==> config.mk <==
export PLATFORM = sky130hd
export DESIGN_NAME = ram_scan_reader_flat
export DESIGN_NICKNAME = d
export VERILOG_FILES = /design/src/rtl/ram_scan_reader_pkg.sv /design/src/rtl/ram_scan_reader_if.sv /design/src/rtl/ram_scan_reader_tick_prescaler.sv /design/src/rtl/ram_scan_reader.sv /design/src/flat_wrapper.sv
export SDC_FILE = /design/constraint.sdc
export NUM_CORES = 1
export LEC_CHECK = 0
export ABC_AREA = 1
export BUFFER_PORTS_ARGS = -buffer_cell sky130_fd_sc_hd__buf_4
export CORE_MARGIN = 1
export CORE_UTILIZATION = 30
export DETAILED_ROUTE_END_ITERATION = 8
export GPL_ROUTABILITY_DRIVEN = 0
export PLACE_DENSITY = 0.55
export SLEW_MARGIN = 20
export SYNTH_ARGS = -nofsm -noshare
export SYNTH_HDL_FRONTEND = slang
export SYNTH_SLANG_ARGS = --single-unit
==> constraint.sdc <==
create_clock -name clk -period 2.8 [get_ports clk]
set_clock_uncertainty 0.15 [all_clocks]
set_input_delay 0.14 -clock clk [delete_from_list [all_inputs] [get_ports clk]]
set_output_delay 0.14 -clock clk [all_outputs]
set_load 0.005 [all_outputs]
==> src/rtl/ram_scan_reader_pkg.sv <==
// Shared widths, types and helpers for the RAM scan reader slice.
package ram_scan_pkg;

  localparam int unsigned RAM_ADDR_W = 5;
  localparam int unsigned RAM_DATA_W = 4;

  typedef logic [RAM_ADDR_W-1:0] addr_t;
  typedef logic [RAM_DATA_W-1:0] data_t;

  typedef struct packed {
    logic  valid;
    addr_t addr;
  } rd_tag_t;

  // Counter width for a modulo-n counter; never narrower than one bit.
  function automatic int unsigned cnt_width(input int unsigned n);
    return (n > 1) ? $clog2(n) : 1;
  endfunction

endpackage

==> src/rtl/ram_scan_reader_if.sv <==
// RAM read port, display output and RAM write snoop for ram_scan_reader.
interface ram_scan_reader_if
  import ram_scan_pkg::*;
#(
  parameter int unsigned ADDR_W = RAM_ADDR_W,
  parameter int unsigned DATA_W = RAM_DATA_W
);
  logic [ADDR_W-1:0] rd_addr;
  logic [DATA_W-1:0] rd_data;
  logic [ADDR_W-1:0] disp_addr;
  logic [DATA_W-1:0] disp_data;
  logic              disp_valid;
  logic              wr_en;
  logic [ADDR_W-1:0] wr_addr;
  logic [DATA_W-1:0] wr_data;

  modport master (
    output rd_addr, disp_addr, disp_data, disp_valid,
    input  rd_data, wr_en, wr_addr, wr_data
  );

  modport slave (
    input  rd_addr, disp_addr, disp_data, disp_valid,
    output rd_data, wr_en, wr_addr, wr_data
  );
endinterface

==> src/rtl/ram_scan_reader_tick_prescaler.sv <==
// Enable-gated modulo-TICK_COUNT prescaler; tick is high on the last count.
module tick_prescaler
  import ram_scan_pkg::*;
#(
  parameter int unsigned TICK_COUNT = 50_000_000
) (
  input  logic clk,
  input  logic reset,
  input  logic en,
  output logic tick
);
  localparam int unsigned CNT_W = cnt_width(TICK_COUNT);
  localparam logic [CNT_W-1:0] LAST = CNT_W'(TICK_COUNT - 1);

  logic [CNT_W-1:0] cnt;

  assign tick = en && (cnt == LAST);

  // Count enabled cycles, wrapping to zero on the tick cycle.
  always_ff @(posedge clk or negedge reset) begin
    if (!reset) begin
      cnt <= '0;
    end else if (en) begin
      cnt <= tick ? '0 : cnt + 1'b1;
    end
  end
endmodule

==> src/rtl/ram_scan_reader.sv <==
// Read-side sequencer for the scanned RAM: steps the read address at the
// prescaler rate and presents each returned word with its address.
// Optional feature macro: RAM_WRITE_BYPASS_EN (snoops RAM writes to the
// displayed address so the display never shows stale data).
module ram_scan_reader
  import ram_scan_pkg::*;
#(
  parameter int unsigned ADDR_W     = RAM_ADDR_W,
  parameter int unsigned DATA_W     = RAM_DATA_W,
  parameter int unsigned TICK_COUNT = 50_000_000,
  parameter int unsigned RD_LAT     = 1
) (
  input  logic              clk,
  input  logic              reset,
  input  logic              en,
  ram_scan_reader_if.master bus
);
  typedef struct packed {
    logic              valid;
    logic [ADDR_W-1:0] addr;
  } tag_t;

  logic              tick;
  logic              prime;
  logic              issue_v;
  logic [ADDR_W-1:0] rd_addr_q;
  tag_t              pipe [RD_LAT];
  tag_t              exit_tag;

  logic [ADDR_W-1:0] disp_addr_q;
  logic [DATA_W-1:0] disp_data_q;
  logic              disp_valid_q;
  logic [ADDR_W-1:0] disp_addr_d;
  logic [DATA_W-1:0] disp_data_d;
  logic              disp_valid_d;

  tick_prescaler #(.TICK_COUNT(TICK_COUNT)) u_prescaler (
    .clk   (clk),
    .reset (reset),
    .en    (en),
    .tick  (tick)
  );

  // Issue stage: the prime read of word 0 takes precedence over a tick that
  // lands on the same cycle, so word 0 is never skipped after reset.
  always_ff @(posedge clk or negedge reset) begin
    if (!reset) begin
      prime     <= 1'b1;
      issue_v   <= 1'b0;
      rd_addr_q <= '0;
    end else if (prime) begin
      prime     <= 1'b0;
      issue_v   <= 1'b1;
    end else if (tick) begin
      issue_v   <= 1'b1;
      rd_addr_q <= rd_addr_q + 1'b1;
    end else begin
      issue_v   <= 1'b0;
    end
  end

  // Tag pipeline: issue_v marks the cycle the address is on the RAM port;
  // RD_LAT further stages line the tag up with the returned word.
  always_ff @(posedge clk or negedge reset) begin
    if (!reset) begin
      for (int unsigned i = 0; i < RD_LAT; i++) pipe[i] <= '0;
    end else begin
      pipe[0] <= {issue_v, rd_addr_q};
      for (int unsigned i = 1; i < RD_LAT; i++) pipe[i] <= pipe[i-1];
    end
  end

  assign exit_tag = pipe[RD_LAT-1];

  // Display update: capture an exiting tag, optionally patched by a
  // concurrent write to the same word.
  always_comb begin
    disp_addr_d  = disp_addr_q;
    disp_data_d  = disp_data_q;
    disp_valid_d = 1'b0;
    if (exit_tag.valid) begin
      disp_addr_d  = exit_tag.addr;
      disp_data_d  = bus.rd_data;
      disp_valid_d = 1'b1;
`ifdef RAM_WRITE_BYPASS_EN
      if (bus.wr_en && (bus.wr_addr == exit_tag.addr)) disp_data_d = bus.wr_data;
`endif
    end
`ifdef RAM_WRITE_BYPASS_EN
    else if (bus.wr_en && (bus.wr_addr == disp_addr_q)) begin
      disp_data_d  = bus.wr_data;
      disp_valid_d = 1'b1;
    end
`endif
  end

  // Display registers.
  always_ff @(posedge clk or negedge reset) begin
    if (!reset) begin
      disp_addr_q  <= '0;
      disp_data_q  <= '0;
      disp_valid_q <= 1'b0;
    end else begin
      disp_addr_q  <= disp_addr_d;
      disp_data_q  <= disp_data_d;
      disp_valid_q <= disp_valid_d;
    end
  end

`ifndef RAM_WRITE_BYPASS_EN
  logic unused_wr;
  assign unused_wr = ^{bus.wr_en, bus.wr_addr, bus.wr_data};
`endif

  assign bus.rd_addr    = rd_addr_q;
  assign bus.disp_addr  = disp_addr_q;
  assign bus.disp_data  = disp_data_q;
  assign bus.disp_valid = disp_valid_q;
endmodule
==> src/flat_wrapper.sv <==
// flat-port wrapper written by rule: the top's interface ports become plain ports
module ram_scan_reader_flat import ram_scan_pkg::*;
#(
  parameter int unsigned ADDR_W     = RAM_ADDR_W,
  parameter int unsigned DATA_W     = RAM_DATA_W,
  parameter int unsigned TICK_COUNT = 50_000_000,
  parameter int unsigned RD_LAT     = 1
)
  (clk, reset, en, bus_rd_addr, bus_disp_addr, bus_disp_data, bus_disp_valid, bus_rd_data, bus_wr_en, bus_wr_addr, bus_wr_data);
  ram_scan_reader_if #(.ADDR_W(ADDR_W), .DATA_W(DATA_W)) bus_i ();
  input  logic clk;
  input  logic reset;
  input  logic en;
  output wire logic [$bits(bus_i.rd_addr)-1:0] bus_rd_addr;
  output wire logic [$bits(bus_i.disp_addr)-1:0] bus_disp_addr;
  output wire logic [$bits(bus_i.disp_data)-1:0] bus_disp_data;
  output wire logic [$bits(bus_i.disp_valid)-1:0] bus_disp_valid;
  input wire logic [$bits(bus_i.rd_data)-1:0] bus_rd_data;
  input wire logic [$bits(bus_i.wr_en)-1:0] bus_wr_en;
  input wire logic [$bits(bus_i.wr_addr)-1:0] bus_wr_addr;
  input wire logic [$bits(bus_i.wr_data)-1:0] bus_wr_data;
  assign bus_rd_addr = bus_i.rd_addr;
  assign bus_disp_addr = bus_i.disp_addr;
  assign bus_disp_data = bus_i.disp_data;
  assign bus_disp_valid = bus_i.disp_valid;
  assign bus_i.rd_data = bus_rd_data;
  assign bus_i.wr_en = bus_wr_en;
  assign bus_i.wr_addr = bus_wr_addr;
  assign bus_i.wr_data = bus_wr_data;
  ram_scan_reader #(.ADDR_W(ADDR_W), .DATA_W(DATA_W), .TICK_COUNT(TICK_COUNT), .RD_LAT(RD_LAT)) u_core (.clk(clk), .reset(reset), .en(en), .bus(bus_i));
endmodule
==> results of run 1 <==
worst reg2reg max path, delay by kind of cell (launching register included):
| family | cells | cell delay, ns |
|---|---|---|
| DFF | 1 | 0.42 |
| buffers and inverters | 1 | 0.06 |
| adders and majority gates | 1 | 0.21 |
| and+or+nand+nor | 7 | 1.02 |
power by group:
part / internal (mW) / switching (mW) / leakage [nW]
logic: 0.124 / 0.210 / 0.839
clock network: 0.181 / 0.266 / 0.0447
registers: 0.779 / 0.0873 / 0.622
total: 1.08 / 0.563 / 1.51
cell usage in the layout (no fill, tap or decap), types with 2 or more instances in the layout:
| cell | instances |
|---|---|
| ha_1 | 3 |
| xnor2_1 | 2 |
| nor2_1 | 55 |
| dlygate4sd3_1 | 5 |
| inv_1 | 36 |
| inv_2 | 7 |
| nand2_2 | 4 |
| nor2_2 | 7 |
| nand3_1 | 18 |
| nand4_1 | 12 |
| mux2_2 | 9 |
| a21oi_1 | 6 |
| nor3_1 | 4 |
| dfrtp_1 | 48 |
| buf_4 | 21 |
| nand3_2 | 4 |
| o21ai_0 | 4 |
| xor2_1 | 7 |
| clkbuf_8 | 5 |
| nor2_4 | 5 |
| nand2_1 | 82 |
metrics by stage:
step / setup WS, ns / std cells / power (mW) / area, µm² / hold slack, ns
global route: 0.631 / 460 / 1.76 / 3000 / 0.0485
global placement: 0.942 / 447 / 1.21 / 2860 / 0.0559
detailed placement: 0.901 / 447 / 1.21 / 2860 / 0.0581
CTS: 0.875 / 460 / 1.67 / 3000 / 0.0390
finish: 0.886 / 460 / 1.65 / 3000 / 0.0471
floorplan: 1.26 / 325 / 1.12 / 2600 / -0.306
cell type report:
type | instances | area, µm²
Sequential cell | 49 | 1230
Clock inverter | 3 | 25.0
Tap cell | 105 | 131
Inverter | 43 | 161
Timing Repair Buffer | 26 | 208
Clock buffer | 5 | 68.8
Fill cell | 861 | 5300
Multi-Input combinational cell | 229 | 1180
state kept, by name (all words and copies together), names as in the netlist:
name,count
u_core.prime,1
u_core.bus.disp_valid,1
u_core.bus.disp_data,4
u_core.bus.disp_addr,5
u_core.issue_v,1
u_core.u_prescaler.cnt,26
u_core.exit_tag,6
u_core.bus.rd_addr,5
routing by layer:
metal / share of wire / vias up / routed length [µm]
li1: - / 1079 / -
met1: 0.49 / 975 / 2690
met2: 0.46 / 24 / 2520
met3: 0.033 / 7 / 183
met4: 0.020 / 0 / 108
met5: 0 / - / 0
logic make-up after synthesis:
kind of cell | Yosys count
other | 1
XOR/XNOR | 9
buffers and inverters | 47
AND/OR/NAND/NOR | 194
multiplexers | 9
adder cells (fa/ha/maj) | 3
flip-flops | 49
AO/OA/AOI/OAI | 13
worst min-delay path by stage:
stage,start,endpoint,slack (ns),cells after the start
2_1_floorplan,reset,u_core.bus.disp_addr[0]$_DFFE_PN0P_,-0.31,0
3_3_place_gp,reset,u_core.u_prescaler.cnt[11]$_DFFE_PN0P_,0.06,1
3_5_place_dp,reset,u_core.u_prescaler.cnt[10]$_DFFE_PN0P_,0.06,1
4_1_cts,en,u_core.bus.rd_addr[3]$_DFFE_PN0P_,0.04,3
5_1_grt,en,u_core.bus.rd_addr[4]$_DFFE_PN0P_,0.05,3
6_report,en,u_core.bus.rd_addr[2]$_DFFE_PN0P_,0.05,3
what timing repair did:
action / in CTS / in global routing
hold buffers: 5 / 0
setup endpoints to repair: 0 / 0
buffers inserted: 0 / 0
endpoints found under the hold margin: 52 / 0
==> results.yml, run 1 <==
status:
  outcome: "completed"
sta:
  tns_ns: 0
  max_freq_mhz: 522
  fin_crit_sh: 0.684
  setup_viol: 0
  slew_viol_final: 0
  min_period_ns: 1.91
  rsz0062_at_grt: "false"
  finalHoldViolations: 0
  tightest_slew_ns: 0.629
  slew_headroom: 0.581
worst_setup_path:
  cp.required_ns: 2.90
  crit_chain: "ha_1 -> inv_1 -> nor2_1 -> nand2_1 -> nor2_2 -> nand2_2 -> nor2_1 -> nand2_1 -> nand2_1"
  rr_worst_depth: 9
  cpPeakStageDelay_ns: 0.42
  cp_num_buf_inv: 1
  cp.arrival_ns: 2.02
  cp-end-kind: "register"
  worstSetupStartpointType: "register"
  cp_max_fo: 15
  path_depth: 9
  regToRegStartpoint: "u_core.u_prescaler.cnt[0]$_DFFE_PN0P_"
  cp_common_cell: "nand2_1"
  worstReg2RegEnd: "u_core.bus.rd_addr[1]$_DFFE_PN0P_"
  worstSetupStartpoint: "u_core.u_prescaler.cnt[0]$_DFFE_PN0P_"
  critPathTopFamily: "simple AND/OR/NAND/NOR gates"
  setup.worst_path.end: "u_core.bus.rd_addr[1]$_DFFE_PN0P_"
  crit_slowest_cell: "dfrtp_1"
  reg2reg_slack_ns: 0.89
  critPathKind: "reg2reg"
logic_synthesis:
  synth-simple-area-share: 0.342
  synth_top_area_cell: "dfrtp_1"
  syn_nets: 345
  synth_common_cells: "nand2_1 (82), nor2_1 (55), dfrtp_1 (48)"
  syn-cell-area_mm2: 0.00260
  synth.distinct_cells: 29
  synth_adder_area_share: 0.0145
  yosysMostFrequentCell: "nand2_1"
  synth.avg_cell_area_um2: 7.99
  synth_top_family_by_area: "simple AND/OR/NAND/NOR gates"
  synthMuxAreaShare: 0.0390
  synthXorXnorAreaFrac: 0.0303
  ys.flop_type: "dfrtp_1"
  synth_top_area_share: 0.462
  synthTopCellsByArea: "dfrtp_1 (46%), nand2_1 (12%), nor2_1 (7.9%)"
  netlist_instances: 325
  ys_ff_latch: 49
  synth_edf_count: 0
  synth_compound_area_frac: 0.0284
  ys_seq_area_frac: 0.473
  yosys_warnings: 0
  synthArstFlopShare: 1.00
placement:
  dp.final_hpwl_mm: 4.03
  io_buffers: 21
floorplan:
  die_area_mm2: 0.00903
  io_pins: 32
  die_x_um: 95.1
  die_h_um: 95.1
  initial_core_util: 0.313
  design.core.area_mm2: 0.00830
  rows: 33
power_and_ir_drop:
  vdd_ir_drop_max_mv: 0.363
  p_leak_nw: 1.51
  power-per-cell-area_mw_per_mm2: 548
final_layout:
  drive_above_1_share: 0.189
  fin_nets: 374
  diodes: 0
  area_growth_pct: 15.7
  fin_util: 0.362
clock_tree:
  root_buffer: "clkbuf_8"
  cts_buffers: 5
  cts_buffer_depth: 2
  clk_pin_slew_worst_paths_ns: 0.10
  cts_tree: "yes"
  cts.sinks: 49
  worstSkewPairLatency_ns: 0.31
  htree_levels: 2
  ctsResizeCount: 0
grt:
  grt_max_degree: 50
  grt_pass1_wl_mm: 9.49
  grt_pass1_vias: 1979
  gr-total-overflow: 0
  use_met3: 0.0247
  grt_busiest_layer: "met2"
  met2_usage: 0.215
  antenna_found_initial: 0
  track_usage: 0.138
  gr-usage-met1: 0.188
min_path:
  min_path_type: "in2reg"
detailed_routing:
  drc: 0
  vias_per_cell: 4.53
  wl_per_cell_um: 12.0
  ant_nets: 0
  num_vias: 2085
  dr.first_iter.drc_count: 99
  drt_first_pass_iters: 4
  wl_mm: 5.51
job:
  maxCapViolCount: 0
Power figures use the tool's default switching activity.
==> inputs of run 2 (changes only) <==
ABC_AREA = 0   (was 1)
PLACE_DENSITY = 0.57   (was 0.55)
clock period = 1.65 ns   (was 2.8 ns; I/O delays follow)
==> results.yml, run 2 <==
logic_synthesis:
  ys.flop_type: "dfrtp_1"
  synth-simple-area-share: 0.226
  synth_edf_count: 0
  synth_top_area_cell: "dfrtp_1"
  synth_top_family_by_area: "simple AND/OR/NAND/NOR gates"
  syn_nets: 218
  syn-cell-area_mm2: 0.00229
  yosysMostFrequentCell: "dfrtp_1"
  synth.distinct_cells: 40
  synthXorXnorAreaFrac: 0.0612
  synth.avg_cell_area_um2: 11.6
  synthArstFlopShare: 1.00
  synth_adder_area_share: 0.0164
  netlist_instances: 198
  synthMuxAreaShare: 0.0579
  synth_top_area_share: 0.524
  synth_common_cells: "dfrtp_1 (48), nand2_1 (16), xor2_1 (11)"
  synth_compound_area_frac: 0.0715
  ys_seq_area_frac: 0.536
  ys_ff_latch: 49
  yosys_warnings: 0
  synthTopCellsByArea: "dfrtp_1 (52%), mux2_2 (4.9%), xor2_1 (4.2%)"
worst_setup_path:
  cp.required_ns: 1.70
  cp.arrival_ns: 1.86
  worstSetupStartpointType: "register"
  cp-end-kind: "register"
  cp_max_fo: 6
  critPathKind: "reg2reg"
final_layout:
  multi_input_area_mm2: 0.00114
  fill_cells: 683
  diodes: 0
  fin_util: 0.455
  fin_nets: 305
  final_common_cell: "buf_4"
  regArea_mm2: 0.00123
  drive_above_1_share: 0.469
  largest_register: "u_core.u_prescaler.cnt"
  area_growth_pct: 45.4
  largest_reg_flops: 26
  layout_common_cells: "buf_4 (69), dfrtp_1 (48), nand2_1 (16), xor2_1 (11), buf_6 (11)"
detailed_routing:
  dr.first_iter.drc_count: 77
  ant_nets: 0
  wl_per_cell_um: 13.3
  drt_first_pass_iters: 4
  drc: 0
  num_vias: 1861
  vias_per_cell: 4.83
  wl_mm: 5.13
clock_tree:
  root_buffer: "clkbuf_8"
  clk_pin_slew_worst_paths_ns: 0.10
  cts.sinks: 49
  htree_levels: 2
  cts_buffers: 5
  cts_tree: "yes"
  cts_buffer_depth: 2
  worstSkewPairLatency_ns: 0.30
sta:
  slew_headroom: 0.586
  finalHoldViolations: 0
  tightest_slew_ns: 0.622
  max_freq_mhz: 552
  final.setup.worst_slack_ns: -0.161
  setup_viol: 24
  min_period_ns: 1.81
  fin_crit_sh: 1.10
  slew_viol_final: 0
  rsz0062_at_grt: "true"
floorplan:
  design.core.area_mm2: 0.00733
  rows: 31
  initial_core_util: 0.313
  die_x_um: 89.4
  io_pins: 32
  die_h_um: 89.4
  die_area_mm2: 0.00799
status:
  outcome: "complete, but fails checks"
  violations: "setup timing"
placement:
  place_ws_ns: -0.180
  io_buffers: 21
  dp.final_hpwl_mm: 3.60
power_and_ir_drop:
  vdd_ir_drop_max_mv: 0.340
  p_leak_nw: 1.63
  power-per-cell-area_mw_per_mm2: 748
min_path:
  min_path_type: "in2reg"
job:
  maxCapViolCount: 0
grt:
  gr-total-overflow: 0
  grt_pass1_vias: 1784
  track_usage: 0.143
  antenna_found_initial: 0
  grt_pass1_wl_mm: 8.60
  grt_max_degree: 50
[run 2: repair_timing]
action,4_1_cts,5_1_grt
pin swaps,28,5
gates cloned,1,0
hold buffers,6,0
setup buffers,5,2
resized for setup,30,14
endpoints found under the setup margin,25,27
endpoints found under the hold margin,54,0
[run 2: cells by family after synthesis]
group                    count (synthesis)
multiplexers                            12
buffers and inverters                   12
other                                    1
adder cells (fa/ha/maj)                  3
XOR/XNOR                                16
flip-flops                              49
AND/OR/NAND/NOR                         79
AO/OA/AOI/OAI                           26
[run 2: path summary, 6_finish.rpt]
kind / start / cells past startpoint / endpoint / slack, ns
setup / recovery: u_core.u_prescaler.cnt[18]$_DFFE_PN0P_ / 6 / u_core.bus.rd_addr[1]$_DFFE_PN0P_ / -0.16
hold / removal: en / 5 / u_core.u_prescaler.cnt[15]$_DFFE_PN0P_ / 0.14
setup reg to reg: u_core.u_prescaler.cnt[18]$_DFFE_PN0P_ / 6 / u_core.bus.rd_addr[1]$_DFFE_PN0P_ / -0.16
hold reg to reg: u_core.issue_v$_DFF_PN0_ / 0 / u_core.exit_tag[5]$_DFF_PN0_ / 0.21
max in group asynchronous: reset / 2 / u_core.u_prescaler.cnt[23]$_DFFE_PN0P_ / 0.76
min in group asynchronous: reset / 2 / u_core.u_prescaler.cnt[8]$_DFFE_PN0P_ / 0.16
[run 2: stage by stage]
| stage | hold slack (ns) | setup TNS (ns) | area, µm² | power, mW | std cells |
|---|---|---|---|---|---|
| after global placement | -0.00416 | -3.05 | 2950 | 1.73 | 363 |
| final | 0.142 | -2.37 | 3330 | 2.49 | 385 |
| after global routing | 0.183 | -5.28 | 3330 | 2.62 | 385 |
| after detailed placement | -0.00352 | -3.15 | 2950 | 1.74 | 363 |
| after floorplan | -0.363 | -2.31 | 2320 | 1.51 | 198 |
| after CTS | 0.126 | -1.68 | 3260 | 2.51 | 383 |
[run 2: critical path: stages, from the launching register on]
cell     delay, ns
dfrtp_1       0.40
buf_4         0.14
nor4b_2       0.26
nand4_1       0.14
buf_6         0.17
nor3_4        0.14
mux2_4        0.31
[run 2: power by group]
part | leakage, nW | switching (mW) | internal, mW | total, mW
clock network | 0.0452 | 0.442 | 0.310 | 0.751
registers | 0.629 | 0.0472 | 1.28 | 1.33
logic | 0.951 | 0.188 | 0.227 | 0.415
[run 2: metal layers]
metal	wire length [µm]	GRT usage	share of wire
met1	2440	0.191	0.48
met2	2450	0.226	0.48
met3	127	0.0212	0.025
met4	116	0.0693	0.023
met5	0	0	0
[run 2: layout make-up]
cell class / instances / share of cell area
inverters: 5 / 0.00563
clock inverters: 3 / 0.00751
well taps: 99 / 0.0372
multi-input cells: 137 / 0.343
repair buffers: 87 / 0.217
clock buffers: 5 / 0.0207
flip-flops and latches: 49 / 0.368
==> inputs of run 3 (changes only) <==
PLACE_DENSITY = default   (was 0.57)
PLACE_DENSITY_LB_ADDON = 0.08   (was default)
REMOVE_ABC_BUFFERS = 1   (was default)
==> results.yml, run 3 (synthesis gave the netlist of run 2 again) <==
clock_tree:
  cts_buffers: 5
  cts_tree: "yes"
  htree_levels: 2
  worstSkewPairLatency_ns: 0.31
  root_buffer: "clkbuf_8"
  cts_buffer_depth: 2
  clk_pin_slew_worst_paths_ns: 0.10
  cts.sinks: 49
final_layout:
  drive_above_1_share: 0.477
  diodes: 0
  layout_common_cells: "buf_4 (65), dfrtp_1 (47), nand2_1 (16), xor2_1 (11), nand3_1 (10)"
  fill_cells: 720
  area_growth_pct: 45.2
  final_common_cell: "buf_4"
  fin_cells: 380
  largest_register: "u_core.u_prescaler.cnt"
  largest_reg_flops: 26
  fin_nets: 300
  fin_util: 0.454
grt:
  grt_busiest_layer: "met2"
  grt_pass1_wl_mm: 8.94
  grt_pass1_vias: 1794
  track_usage: 0.152
  gr-total-overflow: 0
  use_met3: 0.0305
  gr-usage-met1: 0.215
  grt_max_degree: 50
  antenna_found_initial: 0
  met2_usage: 0.237
worst_setup_path:
  critPathKind: "reg2reg"
  cp.arrival_ns: 1.88
  cp.required_ns: 1.71
  worstSetupStartpointType: "register"
  cp_max_fo: 5
  cp-end-kind: "register"
sta:
  fin_crit_sh: 1.11
  final.setup.worst_slack_ns: -0.174
  max_freq_mhz: 548
  tightest_slew_ns: 0.629
  finalHoldViolations: 0
  slew_headroom: 0.580
  tns_ns: -2.31
  rsz0062_at_grt: "true"
  min_period_ns: 1.82
  setup_viol: 24
  holdWs_ns: 0.00494
  slew_viol_final: 0
detailed_routing:
  dr.first_iter.drc_count: 64
  wl_mm: 5.48
  num_vias: 1790
  drc: 0
  vias_per_cell: 4.71
  wl_per_cell_um: 14.4
  ant_nets: 0
  drt_first_pass_iters: 4
floorplan:
  die_area_mm2: 0.00799
  die_x_um: 89.4
  initial_core_util: 0.313
  design.core.area_mm2: 0.00733
  rows: 31
  die_h_um: 89.4
  io_pins: 32
placement:
  place_ws_ns: -0.305
  dp.cells: 361
  dp.final_hpwl_mm: 3.76
  io_buffers: 21
job:
  maxCapViolCount: 0
status:
  violations: "setup timing"
  outcome: "complete, but fails checks"
power_and_ir_drop:
  power-per-cell-area_mw_per_mm2: 769
  p_leak_nw: 1.61
  vdd_ir_drop_max_mv: 0.522
min_path:
  min_path_type: "in2reg"
run 3: metrics by stage:
step	power (mW)	area [µm²]
4_1_cts	2.57	3220
5_1_grt	2.70	3330
3_3_place_gp	1.75	2920
2_1_floorplan	1.50	2240
3_5_place_dp	1.75	2920
6_report	2.56	3330
run 3: worst max-delay path, cell delays in order, from the launching register on:
cell and delay, ns:
dfrtp_1 0.41, nor4b_2 0.29, buf_4 0.15, nand4_1 0.09
buf_6 0.17, nor3_4 0.15, mux2_4 0.31
run 3: layout make-up:
cell class	instances	area, µm²	share of cell area
clock buffer	5	68.8	0.0207
clock inverter	3	28.8	0.00865
inverter	5	18.8	0.00564
multi-input combinational	137	1170	0.351
sequential	49	1230	0.369
tap	99	124	0.0372
timing repair buffer	82	688	0.207
run 3: final timing paths:
path | endpoint | startpoint | cells past startpoint | slack, ns
max | u_core.bus.rd_addr[1]$_DFFE_PN0P_ | u_core.u_prescaler.cnt[18]$_DFFE_PN0P_ | 6 | -0.17
max in group asynchronous | u_core.u_prescaler.cnt[8]$_DFFE_PN0P_ | reset | 2 | 0.72
min | u_core.u_prescaler.cnt[0]$_DFFE_PN0P_ | en | 3 | 0.005
max reg2reg | u_core.bus.rd_addr[1]$_DFFE_PN0P_ | u_core.u_prescaler.cnt[18]$_DFFE_PN0P_ | 6 | -0.17
min in group asynchronous | u_core.bus.disp_data[2]$_DFFE_PN0P_ | reset | 2 | 0.18
min reg2reg | u_core.exit_tag[5]$_DFF_PN0_ | u_core.issue_v$_DFF_PN0_ | 0 | 0.21
run 3: report_power, final:
group	internal, mW	total [mW]	switching, mW
Clock	0.318	0.783	0.464
Sequential	1.28	1.33	0.0478
Combinational	0.241	0.448	0.207
Total	1.84	2.56	0.719
run 3: timing repair:
item	4_1_cts	5_1_grt
resized for setup	25	26
hold buffers	7	0
hold endpoints to repair	54	0
pin swaps	23	12
buffers inserted	4	0
endpoints found under the setup margin	26	28
run 3: metal layers:
metal	vias up	wire length [µm]
li1	882	-
met1	886	2740
met2	17	2600
met3	5	80
met4	0	59
met5	-	0
